<file path="src/rtl/fir_ctrl_pkg.sv">
// Shared types and constants for the FIR sequencing controller.
// Holds the state encoding, the default tap count and the tap-index width helper.
package fir_ctrl_pkg;

    typedef enum logic [2:0] {
        IDLE  = 3'd0,
        SHIFT = 3'd1,
        CLEAR = 3'd2,
        MAC   = 3'd3,
        DONE  = 3'd4
    } state_t;

    localparam int DEF_NUM_TAPS = 4;

    // Never returns zero, so a tap index always has at least one bit.
    function automatic int tap_idx_w(input int num_taps);
        return (num_taps <= 2) ? 1 : $clog2(num_taps);
    endfunction

endpackage

</file>
<file path="src/rtl/fir_ctrl_if.sv">
// Control bundle between the SPI front end, the FIR datapath and the sequencing controller.
// master drives requests and acks; slave is the controller.
interface fir_ctrl_if
    import fir_ctrl_pkg::*;
#(
    parameter int NUM_TAPS = DEF_NUM_TAPS,
    parameter int IDX_W    = tap_idx_w(NUM_TAPS)
);
    logic                sample_valid;
    logic                coeff_valid;
    logic [IDX_W-1:0]    coeff_addr;
    logic                result_ack;
    logic                clear_err;
    logic                shift_en;
    logic [NUM_TAPS-1:0] coeff_we;
    logic [IDX_W-1:0]    tap_sel;
    logic                acc_clear;
    logic                acc_en;
    logic                result_valid;
    logic                busy;
    logic                overrun;
    logic                cfg_err;

    modport master (
        output sample_valid, coeff_valid, coeff_addr, result_ack, clear_err,
        input  shift_en, coeff_we, tap_sel, acc_clear, acc_en, result_valid,
               busy, overrun, cfg_err
    );

    modport slave (
        input  sample_valid, coeff_valid, coeff_addr, result_ack, clear_err,
        output shift_en, coeff_we, tap_sel, acc_clear, acc_en, result_valid,
               busy, overrun, cfg_err
    );
endinterface

</file>
<file path="src/rtl/fir_ctrl_tap.sv">
// Tap index counter: synchronous clear, count enable, returns to 0 after NUM_TAPS-1.
// rollover flags the last tap so the controller can leave MAC on the same edge.
module tap_counter #(
    parameter int NUM_TAPS = 4,
    parameter int IDX_W    = 2
) (
    input  logic             clk,
    input  logic             reset,
    input  logic             clear,
    input  logic             en,
    output logic [IDX_W-1:0] count,
    output logic             rollover
);
    localparam logic [IDX_W-1:0] LAST = IDX_W'(NUM_TAPS - 1);

    assign rollover = (count == LAST);

    always_ff @(posedge clk) begin
        if (reset || clear) begin
            count <= '0;
        end else if (en) begin
            count <= rollover ? '0 : count + 1'b1;
        end
    end
endmodule

</file>
<file path="src/rtl/fir_ctrl.sv">
// FIR sequencing controller: shifts a sample, clears the accumulator, walks every tap, then
// holds result_valid until acked. Produces control only; sticky error flags track dropped requests.
module fir_ctrl
    import fir_ctrl_pkg::*;
#(
    parameter int NUM_TAPS = DEF_NUM_TAPS,
    parameter int IDX_W    = tap_idx_w(NUM_TAPS)
) (
    input  logic     clk,
    input  logic     reset,
    fir_ctrl_if.slave bus
);
    localparam logic [2:0] S_IDLE  = IDLE;
    localparam logic [2:0] S_SHIFT = SHIFT;
    localparam logic [2:0] S_CLEAR = CLEAR;
    localparam logic [2:0] S_MAC   = MAC;
    localparam logic [2:0] S_DONE  = DONE;

    localparam logic [IDX_W:0] TAP_LIMIT = (IDX_W + 1)'(NUM_TAPS);

    logic [2:0]          state;
    logic [2:0]          state_nxt;
    logic [IDX_W-1:0]    tap_cnt;
    logic                rollover;
    logic [NUM_TAPS-1:0] coeff_we_q;
    logic [NUM_TAPS-1:0] coeff_we_nxt;
    logic                overrun_q;
    logic                cfg_err_q;
    logic                idle;
    logic                addr_ok;
    logic                ovr_set;
    logic                cfg_set;

    tap_counter #(
        .NUM_TAPS (NUM_TAPS),
        .IDX_W    (IDX_W)
    ) u_tap_counter (
        .clk      (clk),
        .reset    (reset),
        .clear    (state == S_CLEAR),
        .en       (state == S_MAC),
        .count    (tap_cnt),
        .rollover (rollover)
    );

    assign idle    = (state == S_IDLE);
    assign addr_ok = ({1'b0, bus.coeff_addr} < TAP_LIMIT);

    // A sample always wins over a coefficient write offered in the same cycle.
    assign ovr_set      = bus.sample_valid && !idle;
    assign cfg_set      = bus.coeff_valid && (!idle || bus.sample_valid || !addr_ok);
    assign coeff_we_nxt = (bus.coeff_valid && idle && !bus.sample_valid && addr_ok)
                        ? (NUM_TAPS'(1) << bus.coeff_addr) : '0;

    always_comb begin
        state_nxt = state;
        case (state)
            S_IDLE:  if (bus.sample_valid) state_nxt = S_SHIFT;
            S_SHIFT: state_nxt = S_CLEAR;
            S_CLEAR: state_nxt = S_MAC;
            S_MAC:   if (rollover) state_nxt = S_DONE;
            S_DONE:  if (bus.result_ack) state_nxt = S_IDLE;
            default: state_nxt = S_IDLE;
        endcase
    end

    always_ff @(posedge clk) begin
        if (reset) begin
            state      <= S_IDLE;
            coeff_we_q <= '0;
            overrun_q  <= 1'b0;
            cfg_err_q  <= 1'b0;
        end else begin
            state      <= state_nxt;
            coeff_we_q <= coeff_we_nxt;
            overrun_q  <= ovr_set || (overrun_q && !bus.clear_err);
            cfg_err_q  <= cfg_set || (cfg_err_q && !bus.clear_err);
        end
    end

    assign bus.shift_en     = (state == S_SHIFT);
    assign bus.acc_clear    = (state == S_CLEAR);
    assign bus.acc_en       = (state == S_MAC);
    assign bus.result_valid = (state == S_DONE);
    assign bus.busy         = !idle;
    assign bus.tap_sel      = (state == S_MAC) ? tap_cnt : '0;
    assign bus.coeff_we     = coeff_we_q;
    assign bus.overrun      = overrun_q;
    assign bus.cfg_err      = cfg_err_q;
endmodule

</file>
<file path="src/flat_wrapper.sv">
// flat-port wrapper written by rule: the top's interface ports become plain ports
module fir_ctrl_flat import fir_ctrl_pkg::*;
#(
    parameter int NUM_TAPS = DEF_NUM_TAPS,
    parameter int IDX_W    = tap_idx_w(NUM_TAPS)
)
  (clk, reset, bus_sample_valid, bus_coeff_valid, bus_coeff_addr, bus_result_ack, bus_clear_err, bus_shift_en, bus_coeff_we, bus_tap_sel, bus_acc_clear, bus_acc_en, bus_result_valid, bus_busy, bus_overrun, bus_cfg_err);
  fir_ctrl_if #(.NUM_TAPS(NUM_TAPS), .IDX_W(IDX_W)) bus_i ();
  input  logic clk;
  input  logic reset;
  input wire logic [$bits(bus_i.sample_valid)-1:0] bus_sample_valid;
  input wire logic [$bits(bus_i.coeff_valid)-1:0] bus_coeff_valid;
  input wire logic [$bits(bus_i.coeff_addr)-1:0] bus_coeff_addr;
  input wire logic [$bits(bus_i.result_ack)-1:0] bus_result_ack;
  input wire logic [$bits(bus_i.clear_err)-1:0] bus_clear_err;
  output wire logic [$bits(bus_i.shift_en)-1:0] bus_shift_en;
  output wire logic [$bits(bus_i.coeff_we)-1:0] bus_coeff_we;
  output wire logic [$bits(bus_i.tap_sel)-1:0] bus_tap_sel;
  output wire logic [$bits(bus_i.acc_clear)-1:0] bus_acc_clear;
  output wire logic [$bits(bus_i.acc_en)-1:0] bus_acc_en;
  output wire logic [$bits(bus_i.result_valid)-1:0] bus_result_valid;
  output wire logic [$bits(bus_i.busy)-1:0] bus_busy;
  output wire logic [$bits(bus_i.overrun)-1:0] bus_overrun;
  output wire logic [$bits(bus_i.cfg_err)-1:0] bus_cfg_err;
  assign bus_i.sample_valid = bus_sample_valid;
  assign bus_i.coeff_valid = bus_coeff_valid;
  assign bus_i.coeff_addr = bus_coeff_addr;
  assign bus_i.result_ack = bus_result_ack;
  assign bus_i.clear_err = bus_clear_err;
  assign bus_shift_en = bus_i.shift_en;
  assign bus_coeff_we = bus_i.coeff_we;
  assign bus_tap_sel = bus_i.tap_sel;
  assign bus_acc_clear = bus_i.acc_clear;
  assign bus_acc_en = bus_i.acc_en;
  assign bus_result_valid = bus_i.result_valid;
  assign bus_busy = bus_i.busy;
  assign bus_overrun = bus_i.overrun;
  assign bus_cfg_err = bus_i.cfg_err;
  fir_ctrl #(.NUM_TAPS(NUM_TAPS), .IDX_W(IDX_W)) u_core (.clk(clk), .reset(reset), .bus(bus_i));
endmodule
</file>
<file path="config.mk">
export PLATFORM = sky130hd
export DESIGN_NAME = fir_ctrl_flat
export DESIGN_NICKNAME = d
export VERILOG_FILES = /design/src/rtl/fir_ctrl_pkg.sv /design/src/rtl/fir_ctrl_if.sv /design/src/rtl/fir_ctrl_tap.sv /design/src/rtl/fir_ctrl.sv /design/src/flat_wrapper.sv
export SDC_FILE = /design/constraint.sdc
export NUM_CORES = 1
export LEC_CHECK = 0
export BUFFER_PORTS_ARGS = -buffer_cell sky130_fd_sc_hd__buf_4
export CORE_MARGIN = 4
export CORE_UTILIZATION = 29
export DETAILED_ROUTE_END_ITERATION = 8
export RECOVER_POWER = 100
export SYNTH_ARGS = -nofsm -noshare
export SYNTH_HDL_FRONTEND = slang
export SYNTH_SLANG_ARGS = --single-unit
</file>
<file path="constraint.sdc">
create_clock -name clk -period 1.64 [get_ports clk]
set_clock_uncertainty 0.15 [all_clocks]
set_input_delay 0.41 -clock clk [delete_from_list [all_inputs] [get_ports clk]]
set_output_delay 0.41 -clock clk [all_outputs]
set_load 0.05 [all_outputs]
</file>
==> metrics.txt, run 1 <==
# DRC 0; worst setup margin -0.107 ns; # Max-Cap Violations 0; Worst Setup Path Type reg2out; grt ovf 0; initial core utilization 32.0%; DP Wirelength 885 um; final-stage net count 92; Crit Path Max Fanout 7; Clk Latency, worst-skew pair 0.26 ns; FF+latch count, synth 11; Die W 49.7 um; dominant cell type by area after synthesis dfxtp_1; first-pass GRT wire length 2050 um; top cell type's share of synthesized area 43.7%; Slew HR 86.4%; H-tree depth 1; initial antenna violation count 0; synth warn 0; Longest Clk Path Bufs 2; worst hold slack 0.217 ns; final period utilization 106%; hold_buf cts 0; status finished, violations left; largest net degree at the start of global routing 9; Tot Pwr 0.680 mW; Final Max Slew Viols 0; Core Rows 14; area of the die 2470 um2; setup violation total in the final timing report 7; Lkg Pwr 0.391 nW; 1st-iter DRT viols 8; Hold Vio Cnt, Final 0; CP max stage cell or3_4; routed vias 476; worst endpoint required time 1.08 ns; post-synth cell types 26; CP Launch Type flip-flop; layout cells sized above 1 53.7%; Final Util 53.1%; CTS tree yes; total negative slack -0.458 ns; Placeable Area 1580 um2; Synth Net Count 62; Worst path max stage delay 0.39 ns; I/O pin cnt 21; FMAX 573 MHz; Design Area, Final 837 um2; Syn Area/Cell 9.51 um2; worst path cell trace or3_4 > buf_8; post-route ant nets 0; DRT Pass-1 Iters 3; Area contributors post-synth dfxtp_1 (44%), buf_6 (4.5%), nor4_4 (4.2%), and2_1 (3.7%), and3_1 (3.7%); min Tclk post-route 1.75 ns; Pwr per Cell Area 812 nW/um2; Critical Path Source u_core.state[2]; sequential area share after synthesis 43.7%; critical path arrival 1.19 ns; vias per std cell 4.86; Hold Startpoint reset; Synth Cell Area 504 um2; gate count after technology mapping 53; clock transition at the registers of the reported paths 0.07 ns; routed wire length 1280 um; RePlAce Congestion 0.813; port buffer count 20; VDD IR max 585 uV; synth-to-layout area growth 66.0%; worst reg2reg startpoint u_core.u_tap_counter.count[0]; Worst Tran Pin Value 0.202 ns; TritonCTS Sinks 11; RSZ-0062 raised after global routing true; ANT cells 0; total CTS buffers 3; Post-DP Area 686 um2; HP Class in2reg; DR WL/cell 13.0 um; violated checks setup timing; CP Capture Type primary output; Die Span Y 49.7 um; number of global-route vias before repair 469; clock root cell clkbuf_4; # fillers 147; gr usage total 11.1%
==> area by class of cell <==
| class | count | area (um2) | share of cell area (%) |
|---|---|---|---|
| Clock buffer | 4 | 26.3 | 3.14 |
| Inverter | 3 | 13.8 | 1.64 |
| Multi-Input combinational cell | 36 | 293 | 35.0 |
| Sequential cell | 11 | 229 | 27.4 |
| Tap cell | 16 | 20.0 | 2.39 |
| Timing Repair Buffer | 28 | 255 | 30.5 |
==> cells in the mapped netlist <==
library cell   n
dfxtp_1       11
nor2_1         4
a21oi_1        3
and2_1         3
and3_1         3
inv_1          3
nand2b_1       3
buf_6          2
nor2b_1        2
nor3_1         2
o21ai_0        2
a31oi_1        1
a32oi_1        1
and2b_1        1
and3b_1        1
buf_2          1
ha_1           1
mux2i_1        1
nand2_1        1
nand3b_1       1
nor3_2         1
nor3b_1        1
nor4_4         1
o22ai_1        1
or3_1          1
or4b_1         1
==> state kept, by name, summed over array words and instances (netlist names) <==
register                    cells
u_core.bus.cfg_err              1
u_core.bus.coeff_we             4
u_core.bus.overrun              1
u_core.state                    3
u_core.u_tap_counter.count      2
==> per-layer routing <==
| layer | part of all wire (%) | up-vias | GRT usage (%) |
|---|---|---|---|
| li1 | - | 244 | - |
| met1 | 40 | 214 | 12.1 |
| met4 | 0 | 0 | 2.76 |
| met5 | 0 | - | 0 |
| met2 | 50 | 18 | 18.3 |
| met3 | 10 | 0 | 6.33 |
==> power by group <==
part | total (mW) | internal [mW] | switching, mW
logic | 0.208 | 0.0921 | 0.116
clock network | 0.181 | 0.0940 | 0.0867
registers | 0.291 | 0.278 | 0.0128
==> logic make-up after synthesis <==
| logic type | Yosys count | share of synthesized area [%] |
|---|---|---|
| fa+ha+maj | 1 | 2.48 |
| mux | 1 | 1.99 |
| buf+inv | 6 | 7.69 |
| simple gates | 26 | 35.0 |
| compound gates | 8 | 9.18 |
| flops | 11 | 43.7 |
==> stage by stage <==
step | instances | worst slack, ns
after floorplan | 53 | -0.0547
after global placement | 89 | 0.0805
after detailed placement | 89 | 0.0818
after CTS | 97 | -0.112
after global routing | 98 | -0.148
final | 98 | -0.107
==> cells in the final DEF (no fill, tap or decap), types with 2 or more instances in the layout <==
cell       n
o21ai_0    2
dfxtp_4    2
nor2_1     4
clkbuf_4   3
dfxtp_1    8
buf_6      4
and3_4     2
a21oi_1    3
inv_1      2
buf_8      4
buf_4     20
nand2b_1   3
==> critical path: cells and delay by family (launching register included) <==
kind / cells / cell delay (ns)
buffers and inverters: 1 / 0.16
AND/OR/NAND/NOR: 1 / 0.39
flip-flops: 1 / 0.37
==> path summary, 6_finish.rpt <==
path / slack, ns / cells after the start / end
worst min register to register: 0.32 / 2 / u_core.bus.cfg_err
worst max register to register: 0.14 / 3 / u_core.u_tap_counter.count[0]
worst max-delay path: -0.11 / 2 / bus_busy
worst min-delay path: 0.22 / 2 / u_core.state[2]
==> repair_timing <==
item	4_1_cts	5_1_grt
endpoints found under the setup margin	7	7
pin swaps	3	3
cloned	0	0
buffers inserted	4	1
gates resized for setup	22	4
No activity file was read; power rests on OpenSTA's default activity.
==> run 2, diff against run 1 <==
Clock period 1.64 ns to 2 ns, I/O delays scaled along.
==> run 2 against run 1 <==
  * The flow now finishes without violations
  * Register-to-register slack improved by 0.34 ns
  * Flip-flop and latch count stayed put
  * Wire length down 20%
  * Critical path depth unchanged
  * Die area stayed put
  * Critical path type unchanged
  * Largest cell class unchanged
  * Largest power group unchanged
==> metrics.txt, run 2 (synthesis results as in run 1) <==
Worst path max stage delay 0.44 ns; Hold Vio Cnt, Final 0; port buffer count 20; Longest Clk Path Bufs 2; layout cells sized above 1 31.1%; 1st-iter DRT viols 5; final-stage net count 84; critical path arrival 1.28 ns; clock transition at the registers of the reported paths 0.06 ns; clock root cell clkbuf_4; total CTS buffers 3; CTS tree yes; Final Max Slew Viols 0; initial core utilization 32.0%; hold_buf cts 0; Die W 49.7 um; largest net degree at the start of global routing 12; Pwr per Cell Area 769 nW/um2; worst endpoint required time 1.35 ns; CP max stage cell or3_4; number of global-route vias before repair 387; status finished clean; H-tree depth 1; Crit Path Max Fanout 7; Worst Tran Pin Value 0.604 ns; worst hold slack 0.304 ns; Crit path depth 2; total negative slack 0 ns; area of the die 2470 um2; Lkg Pwr 0.310 nW; post-route ant nets 0; gr usage total 8.61%; number of flip-flops in the largest register 4; Hold Crit Depth 2; first-pass GRT wire length 1660 um; initial antenna violation count 0; HP Class in2reg; final period utilization 96.4%; DR WL/cell 11.4 um; Slew HR 59.9%; CP delay by family, top simple AND/OR/NAND/NOR gates; min Tclk post-route 1.93 ns; # DRC 0; # Max-Cap Violations 0; synth-to-layout area growth 29.0%; grt ovf 0; TritonCTS Sinks 11; Clk Latency, worst-skew pair 0.26 ns; Die Span Y 49.7 um; worst-case reg-to-reg path depth 3; setup violation total in the final timing report 0; RSZ-0062 raised after global routing false; I/O pin cnt 21; ANT cells 0; DRT Pass-1 Iters 4; RePlAce Congestion 0.787; Buf+Inv Stages, Crit Path 1; routed vias 420; most frequent cells in the layout buf_4 (9), dfxtp_1 (9), clkbuf_1 (7), clkbuf_4 (6), nor2_1 (4); vias per std cell 4.67; Core Rows 14; CP Launch Type flip-flop; routed wire length 1030 um; DP Wirelength 800 um; worst path cell trace or3_4 > buf_4; Placeable Area 1580 um2; FMAX 519 MHz; Worst Setup Path Type reg2out; VDD IR max 566 uV; CP Capture Type primary output
## run 2: cell types whose count changed in the layout (fill, tap and decap cells not counted), sizes merged
cell | before | now
clkbuf | 4 | 14
buf | 28 | 10
## run 2: report_power, final
group	internal, mW	switching, mW	leakage, nW
combinational	0.0402	0.0747	0.205
sequential	0.230	0.0135	0.0902
clock	0.0770	0.0654	0.0150
## run 2: layout make-up
cell class	instances	area, um2
fill	161	926
clock buffer	4	26.3
timing repair buffer	20	123
multi-input combinational	36	248
tap	16	20.0
sequential	11	223
inverter	3	11.3
## run 2: timing repair
item / CTS / global route
endpoints found under the setup margin: 3 / 4
buffers inserted: 0 / 0
gates resized for setup: 2 / 3
pin swaps: 0 / 0
## run 2: path summary, 6_finish.rpt
kind | start | slack (ns) | endpoint
worst max register to register | u_core.state[2] | 0.48 | u_core.bus.coeff_we[2]
worst max-delay path | u_core.state[2] | 0.07 | bus_busy
worst min-delay path | reset | 0.30 | u_core.u_tap_counter.count[0]
worst min register to register | u_core.bus.cfg_err | 0.32 | u_core.bus.cfg_err
## run 2: metal layers
layer | vias to the layer above | wire [um] | part of all wire, % | GRT usage [%]
li1 | 224 | - | - | -
met1 | 179 | 453 | 44 | 10.4
met2 | 17 | 482 | 47 | 13.4
met3 | 0 | 89 | 8.7 | 4.82
met4 | 0 | 0 | 0 | 1.38
met5 | - | 0 | 0 | 0
## run 2: per-stage QoR
step	power [mW]	area [um2]	util, %	worst slack (ns)	cells
global placement	0.368	657	41.7	0.271	86
global route	0.530	651	41.3	0.0131	90
finish	0.501	651	41.3	0.0716	90
CTS	0.519	689	43.7	0.0165	90
detailed placement	0.369	657	41.7	0.261	86
floorplan	0.338	514	-	0.168	53
